==> config.mk <==
export PLATFORM = sky130hd
export DESIGN_NAME = cpu_sequencer
export DESIGN_NICKNAME = d
export VERILOG_FILES = /design/src/rtl/cpu_sequencer.sv
export SDC_FILE = /design/constraint.sdc
export NUM_CORES = 1
export LEC_CHECK = 0
export ABC_AREA = 1
export CORE_MARGIN = 2
export CORE_UTILIZATION = 50
export DETAILED_ROUTE_END_ITERATION = 8
export PLACE_DENSITY_LB_ADDON = 0.08
export SLEW_MARGIN = 20
export SYNTH_ARGS = -nofsm -noshare
export SYNTH_HDL_FRONTEND = slang
export SYNTH_SLANG_ARGS = --single-unit
==> constraint.sdc <==
create_clock -name clk -period 3 [get_ports clk]
set_clock_uncertainty 0.1 [all_clocks]
set_input_delay 0.75 -clock clk [delete_from_list [all_inputs] [get_ports clk]]
set_output_delay 0.75 -clock clk [all_outputs]
set_load 0.05 [all_outputs]
==> src/rtl/cpu_sequencer.sv <==
// Multi-cycle control sequencer for the accumulator CPU datapath (ir, pc, acc, alu, mux_a/b/c).
// Fetches, bumps PC and executes one instruction at a time, with memory timeout and run/step/halt control.
module cpu_sequencer #(
   parameter int               ALU_W     = 5,
   parameter int               TIMEOUT   = 16,
   parameter logic [ALU_W-1:0] ALU_PASSA = 5'd0,
   parameter logic [ALU_W-1:0] ALU_PASSB = 5'd1,
   parameter logic [ALU_W-1:0] ALU_ADD   = 5'd2,
   parameter logic [ALU_W-1:0] ALU_SUB   = 5'd3,
   parameter logic [ALU_W-1:0] ALU_AND   = 5'd4,
   parameter logic [ALU_W-1:0] ALU_OR    = 5'd5,
   parameter logic [ALU_W-1:0] ALU_XOR   = 5'd6,
   parameter logic [ALU_W-1:0] ALU_INC   = 5'd7
) (
   input  logic             clk,
   input  logic             clr,
   input  logic [7:0]       ir_op,
   input  logic             carry,
   input  logic             zero,
   input  logic             mem_rdy,
   input  logic             run,
   input  logic             step,
   output logic             mem_req,
   output logic             rw,
   output logic [ALU_W-1:0] alu,
   output logic             muxa,
   output logic             muxb,
   output logic             muxc,
   output logic             en_ir,
   output logic             en_pc,
   output logic             en_da,
   output logic             halted,
   output logic             illegal,
   output logic             bus_err
);

   localparam logic [2:0] S_HALT  = 3'd0;
   localparam logic [2:0] S_FETCH = 3'd1;
   localparam logic [2:0] S_INCPC = 3'd2;
   localparam logic [2:0] S_EXEC  = 3'd3;
   localparam logic [2:0] S_MEM   = 3'd4;

   localparam logic [7:0] OP_NOP  = 8'h00;
   localparam logic [7:0] OP_LDI  = 8'h01;
   localparam logic [7:0] OP_LDM  = 8'h02;
   localparam logic [7:0] OP_STM  = 8'h03;
   localparam logic [7:0] OP_ADDI = 8'h04;
   localparam logic [7:0] OP_ADDM = 8'h05;
   localparam logic [7:0] OP_SUBM = 8'h06;
   localparam logic [7:0] OP_ANDM = 8'h07;
   localparam logic [7:0] OP_ORM  = 8'h08;
   localparam logic [7:0] OP_XORM = 8'h09;
   localparam logic [7:0] OP_JMP  = 8'h0A;
   localparam logic [7:0] OP_JZ   = 8'h0B;
   localparam logic [7:0] OP_JC   = 8'h0C;
   localparam logic [7:0] OP_HALT = 8'h0D;

   // The counter only ever holds 0..TIMEOUT-1; the final wait cycle aborts instead of counting.
   localparam int               CNT_W    = (TIMEOUT > 1) ? $clog2(TIMEOUT) : 1;
   localparam logic [CNT_W-1:0] TMO_LAST = CNT_W'(TIMEOUT - 1);

   logic [2:0]       state_q, state_d;
   logic             flag_z_q, flag_z_d;
   logic             flag_c_q, flag_c_d;
   logic             bus_err_q, bus_err_d;
   logic             single_q, single_d;
   logic             run_q, step_q;
   logic [CNT_W-1:0] tmo_cnt_q, tmo_cnt_d;

   logic             run_rise_s;
   logic             step_rise_s;
   logic             wait_last_s;
   logic [2:0]       done_state_s;

   function automatic logic [ALU_W-1:0] mem_alu(input logic [7:0] op);
      case (op)
         OP_LDM:  return ALU_PASSB;
         OP_ADDM: return ALU_ADD;
         OP_SUBM: return ALU_SUB;
         OP_ANDM: return ALU_AND;
         OP_ORM:  return ALU_OR;
         OP_XORM: return ALU_XOR;
         default: return ALU_PASSA;
      endcase
   endfunction

   assign run_rise_s   = run & ~run_q;
   assign step_rise_s  = step & ~step_q;
   assign wait_last_s  = (TIMEOUT != 0) && !mem_rdy && (tmo_cnt_q == TMO_LAST);
   assign done_state_s = (run && !single_q) ? S_FETCH : S_HALT;
   assign halted       = (state_q == S_HALT);
   assign bus_err      = bus_err_q;

   // Next-state, datapath control decode, flag capture and timeout counting
   always_comb begin
      state_d   = state_q;
      single_d  = single_q;
      bus_err_d = bus_err_q;
      mem_req   = 1'b0;
      rw        = 1'b1;
      alu       = ALU_PASSA;
      muxa      = 1'b0;
      muxb      = 1'b0;
      muxc      = 1'b0;
      en_ir     = 1'b0;
      en_pc     = 1'b0;
      en_da     = 1'b0;
      illegal   = 1'b0;

      case (state_q)
         S_HALT: begin
            if (step_rise_s) begin
               state_d   = S_FETCH;
               single_d  = 1'b1;
               bus_err_d = 1'b0;
            end else if (run_rise_s) begin
               state_d   = S_FETCH;
               single_d  = 1'b0;
               bus_err_d = 1'b0;
            end else begin
               state_d = S_HALT;
            end
         end
         S_FETCH: begin
            mem_req = 1'b1;
            if (mem_rdy) begin
               en_ir   = 1'b1;
               state_d = S_INCPC;
            end else if (wait_last_s) begin
               bus_err_d = 1'b1;
               state_d   = S_HALT;
            end else begin
               state_d = S_FETCH;
            end
         end
         S_INCPC: begin
            muxa    = 1'b1;
            alu     = ALU_INC;
            en_pc   = 1'b1;
            state_d = S_EXEC;
         end
         S_EXEC: begin
            state_d = done_state_s;
            case (ir_op)
               OP_NOP: state_d = done_state_s;
               OP_LDI: begin
                  muxb  = 1'b1;
                  alu   = ALU_PASSB;
                  en_da = 1'b1;
               end
               OP_ADDI: begin
                  muxb  = 1'b1;
                  alu   = ALU_ADD;
                  en_da = 1'b1;
               end
               OP_LDM, OP_STM, OP_ADDM, OP_SUBM, OP_ANDM, OP_ORM, OP_XORM: state_d = S_MEM;
               OP_JMP: begin
                  muxb  = 1'b1;
                  alu   = ALU_PASSB;
                  en_pc = 1'b1;
               end
               OP_JZ: begin
                  if (flag_z_q) begin
                     muxb  = 1'b1;
                     alu   = ALU_PASSB;
                     en_pc = 1'b1;
                  end else begin
                     state_d = done_state_s;
                  end
               end
               OP_JC: begin
                  if (flag_c_q) begin
                     muxb  = 1'b1;
                     alu   = ALU_PASSB;
                     en_pc = 1'b1;
                  end else begin
                     state_d = done_state_s;
                  end
               end
               OP_HALT: state_d = S_HALT;
               default: illegal = 1'b1;
            endcase
         end
         S_MEM: begin
            // Stores push the accumulator out through the ALU pass-through
            mem_req = 1'b1;
            muxc    = 1'b1;
            alu     = mem_alu(ir_op);
            rw      = (ir_op != OP_STM);
            if (mem_rdy) begin
               en_da   = (ir_op != OP_STM);
               state_d = done_state_s;
            end else if (wait_last_s) begin
               bus_err_d = 1'b1;
               state_d   = S_HALT;
            end else begin
               state_d = S_MEM;
            end
         end
         default: state_d = S_HALT;
      endcase

      flag_z_d = en_da ? zero  : flag_z_q;
      flag_c_d = en_da ? carry : flag_c_q;

      if (mem_req && !mem_rdy && (state_d == state_q)) begin
         tmo_cnt_d = tmo_cnt_q + CNT_W'(1);
      end else begin
         tmo_cnt_d = '0;
      end
   end

   // Sequencer state, flags, status and input edge-detect registers
   always_ff @(posedge clk or negedge clr) begin
      if (!clr) begin
         state_q   <= S_HALT;
         flag_z_q  <= 1'b0;
         flag_c_q  <= 1'b0;
         bus_err_q <= 1'b0;
         single_q  <= 1'b0;
         run_q     <= 1'b0;
         step_q    <= 1'b0;
         tmo_cnt_q <= '0;
      end else begin
         state_q   <= state_d;
         flag_z_q  <= flag_z_d;
         flag_c_q  <= flag_c_d;
         bus_err_q <= bus_err_d;
         single_q  <= single_d;
         run_q     <= run;
         step_q    <= step;
         tmo_cnt_q <= tmo_cnt_d;
      end
   end

endmodule

; Word-level counts from Yosys, hierarchy flattened
; Cells that the tools add are included.
[word_totals]
register_bits = 13
elab_cells = 92
[op_classes]
addsub = 1
eq_ne = 23
n_mux = 38
n_bitwise = 4
reduce_logical = 18
[op_table]
columns = cell, n
row1 = == test 8 x 4 -> 1 bit (second input constant), 6
row2 = == test 8 x 3 -> 1 bit (second input constant), 4
row3 = two-way mux 1 bit, 24
row4 = one-hot mux 3 bit (6 select lines), 1
row5 = == test 8 x 2 -> 1 bit (second input constant), 2
row6 = one-hot mux 3 bit (5 select lines), 1
row7 = OR reduction 14 bit, 1
row8 = one-hot mux 3 bit (3 select lines), 1
row9 = == test 8 x 1 -> 1 bit (second input constant), 1
row10 = zero test 8 bit, 1
row11 = inequality test 8 x 2 -> 1 bit (second input constant), 1
row12 = one-hot mux 2 bit (4 select lines), 1
row13 = OR reduction 7 bit, 1
row14 = == test 3 x 2 -> 1 bit (second input constant), 2
row15 = two-way mux 3 bit, 2
row16 = one-hot mux 1 bit (2 select lines), 3
row17 = one-hot mux 1 bit (3 select lines), 2
row18 = one-hot mux 3 bit (2 select lines), 1
row19 = OR reduction 2 bit, 3
row20 = adder 4 x 1 -> 4 bit (second input constant), 1
row21 = == test 4 bit (second input constant), 1
row22 = logical AND 1 bit, 4
row23 = two-way mux 4 bit, 1
row24 = AND reduction 4 bit, 1
row25 = other kinds (14), 18

; Longest topological paths before layout
[logic_depth]
word_depth = 8
ltp_mapped = 13
depth_no_buf = 13

; Worst setup path before layout
; Ideal clock, no wire load.
[synth_timing]
path_type = in2out
from = input port ir_op[6]
to = output port en_pc
t_arrival_ns = 2.467
path_slack_ns = -0.317
cell_stages = 7
path_buffers = 0
cell_sequence = inv_1 -> nand2_1 -> nor2_8 -> nand2_1 -> a211oi_1 -> a21oi_1 -> o21ai_0
[synth_between]
elab_chain_len = 3
[synth_lines]
columns = element, line
row1 = start: declaration, 17  ; input logic [7:0] ir_op,
row2 = == test 8 x 4 -> 1 bit, 144  ; case (ir_op)
row3 = one-hot mux 1 bit (3 select lines) (*), 144
row4 = one-hot mux 1 bit (2 select lines) (*), 110  ; case (state_q)
row5 = end: declaration, 30  ; output logic en_pc,
; Mark *: on every way between the ends. The rest lies on a longest branch, timed or not.

; Final worst setup path
[layout_timing]
from = input port ir_op[4]
to = output port alu[1]
[layout_between]
elab_chain_len = 4
[layout_lines]
columns = element, line
row1 = == test 8 x 4 -> 1 bit / == test 8 x 1 -> 1 bit (equally long branches), 144
row2 = OR reduction 2 bit (no line), --
row3 = one-hot mux 2 bit (4 select lines), 144
row4 = one-hot mux 3 bit (3 select lines) (*), 110
row5 = end: declaration, 25  ; output logic [ALU_W-1:0] alu,
; Marked as above.

==> out/metrics.yaml <==
detailed_routing:
  detail-route-antenna-nets: 0
  first_iter_violations: 29
  routedWlPerCell_microns: 13.6
  drt_pass1_iterations: 4
  routed_wl_microns: 3020
  via_per_inst: 5.21
  num_vias: 1162
  drc: 0
floorplan:
  die_x_microns: 49.7
  die_height_microns: 49.7
  placementRows: 16
  ios: 31
  dieArea_sq_mm: 0.00247
  initial_core_util_pct: 53.1
  core_area_sq_mm: 0.00196
setup_path:
  worst_setup_path_start_kind: "primary input"
  crit_type: "in2out"
  critPathRequiredTime_ns: 2.15
  r2r-end: "flag_c_q"
  path_max_fanout: 8
  ff2ff_setup_slack_ns: 1.18
  cp-end-kind: "output port"
  rr_startpoint: "state_q[0]"
  reg2reg_depth: 6
  crit_arrival_ns: 2.08
global_route:
  grt_pass1_wl_microns: 4930
  antenna_found_initial: 0
  grt_max_degree: 14
  grt.total_usage_pct: 26.5
  grt_pass1_vias: 1144
  grtUsageMet2_pct: 47.3
  busiest_layer: "met2"
  use_met3_pct: 2.42
  overflow: 0
  use_met1_pct: 32.6
power_and_ir_drop:
  pwr-share-comb_pct: 67.9
  power_density_mw_per_mm2: 635
  sw_frac_of_total_pct: 49.6
  p_int_w: 0.000543
  p_clk_share_pct: 10.4
  switchingPower_w: 0.000535
  leakagePower_nw: 0.866
  power_frac_seq_pct: 21.7
  ir_worst_vdd_v: 0.000576
sta:
  worst_slew_pin_slew_ns: 0.595
  fmax_mhz: 341
  period_needed_ns: 2.93
  finalCritPeriodShare_pct: 97.7
  drv_slew: 0
  setup_violations: 0
  final_hold_viol_count: 0
  rsz0062_at_grt: "false"
  worst_slack_ns: 0.0700
  max_slew_margin_pct: 60.2
layout:
  design_area_sq_mm: 0.00170
  area_growth_pct: 62.9
  final_core_util_pct: 86.5
  final_cells: 223
  nets: 213
  drive_gt1_share_pct: 37.8
  diodes: 0
flow_run:
  max-cap-violations: 0
min_path:
  hp-start: "tmo_cnt_q[0]"
  min_to: "tmo_cnt_q[0]"
  hp-class: "reg2reg"
  holdPathStages: 1
placement:
  pre_cts_ws_ns: -0.162
  dp_hpwl_microns: 2450
  placed_area_sq_mm: 0.00157
  port_buffers: 28
  gp_congestion: 0.908
  place_inst: 218
yosys:
  synth_cells: 148
  yosysSeqAreaShare_pct: 31.2
  synth_cell_types: 30
  netlist_area_sq_mm: 0.00104
  synth.avg_cell_area_sq_um: 7.04
  synth.top_cells.by_area: "dfrtp_1, nand2_1, inv_1"
  synth_warnings: 0
  ys_ff_latch: 13
  yosysTopAreaCell: "dfrtp_1"
  synth_top_area_share_pct: 31.2
clocking:
  htree_levels: 1
  clock_path_buffers: 2
  clkTransAtPathRegs_ns: 0.08
  cts.hold.buffers_added: 0
  cts_tree: "done"
  root_buffer: "clkbuf_4"
  clock_latency_ns: 0.28
  cts_sinks: 13
  numCtsBuffers: 3
status:
  status: "complete, no violations"
## final cells by class
type                    instances  area (sq um)
fillers                       120           264
well taps                      27          33.8
clock buffers                   4          26.3
multi-input cells             103           704
inverters                      31           119
repair buffers                 45           489
flip-flops and latches         13           325
## per-layer routing
metal	part of all wire, %	vias up
li1	-	563
met1	39	538
met2	52	52
met3	7.1	9
met4	2.1	0
met5	0	-
## sequential cells by signal, summed over array words and instances (netlist names)
name       cells
bus_err        1
state_q        3
flag_c_q       1
run_q          1
flag_z_q       1
step_q         1
tmo_cnt_q      4
single_q       1
## per-stage QoR
stage / total power (W) / hold WS (ns) / TNS, ns
after floorplan: 0.000668 / 0.329 / 0
after global placement: 0.000923 / 0.340 / -0.736
after detailed placement: 0.000945 / 0.354 / -0.794
after CTS: 0.00108 / 0.365 / 0
after global routing: 0.00113 / 0.382 / 0
final: 0.00108 / 0.372 / 0
## cell usage in the layout, fill, tap and decap left out, types with 2 or more instances in the layout
cell type and n:
a21oi_1 2, nor2_4 3, nand4_1 3, nand2_1 25, inv_2 8, nand2_2 9, conb_1 2, nand3_1 3
nand3_2 3, clkdlybuf4s50_1 10, dlygate4sd2_1 8, nor2_1 20, buf_12 9, inv_1 22, dfrtp_1 13, buf_4 17
nand2_4 5, clkbuf_4 3, nand3_4 2, o21ai_2 2, o21ai_0 6
## kinds of logic (layout without fill, tap and decap cells)
group,Yosys count,after routing,share of synthesized area [%]
compound gates,21,21,13.6
xor+xnor,2,2,1.68
fa+ha+maj,1,1,1.20
buf+inv,33,80,12.6
flops,13,13,31.2
mux,1,1,1.08
other cells,1,2,0.360
simple gates,76,76,38.3
## synth_stat cells
master	count
nor2_1	21
buf_4	2
inv_2	6
nand2_4	3
nand2_1	29
o21ai_0	7
nand4_1	3
mux2_2	1
o21a_1	1
o211a_4	1
nor2_4	2
a31oi_1	3
nand3_2	2
conb_1	1
nor2_8	1
inv_1	25
nand3_4	1
xor2_1	1
o21ai_2	1
o31ai_1	1
nand2_2	7
a21oi_1	3
o221ai_1	1
a211oi_1	2
dfrtp_1	13
xnor2_1	1
o211ai_1	1
nor3_1	2
nand3_1	5
ha_1	1
## critical path, cell delays in order
cell and delay, ns:
dlygate4sd2_1 0.26, inv_2 0.08, nand2_4 0.07, nor2_8 0.19, buf_6 0.14, nand2_2 0.06
nand2_2 0.10, a31oi_4 0.04, o221ai_2 0.21, buf_12 0.17
## power by group through the flow
stage | Combinational, W | Sequential (W) | Clock (W)
floorplan | 0.000438 | 0.000229 | 0
global placement | 0.000689 | 0.000234 | 0
detailed placement | 0.000709 | 0.000237 | 0
CTS | 0.000733 | 0.000233 | 0.000112
global route | 0.000771 | 0.000240 | 0.000117
finish | 0.000732 | 0.000234 | 0.000112
## worst max-delay path by stage
stage                     cells after the start  endpoint      from  slack [ns]
after floorplan                               7     en_pc  ir_op[6]        0.05
after global placement                       10    alu[1]  ir_op[6]       -0.15
after detailed placement                     10    alu[1]  ir_op[7]       -0.16
after CTS                                    10    alu[1]  ir_op[7]        0.09
after global routing                          9     en_da  ir_op[7]       0.007
final                                        10    alu[1]  ir_op[4]        0.07
## repair_timing
action | in CTS | in global routing
buffers inserted | 1 | 0
pin swaps | 8 | 1
gates resized for setup | 32 | 1
setup endpoints to repair | 7 | 1
Power figures use the tool's default switching activity.
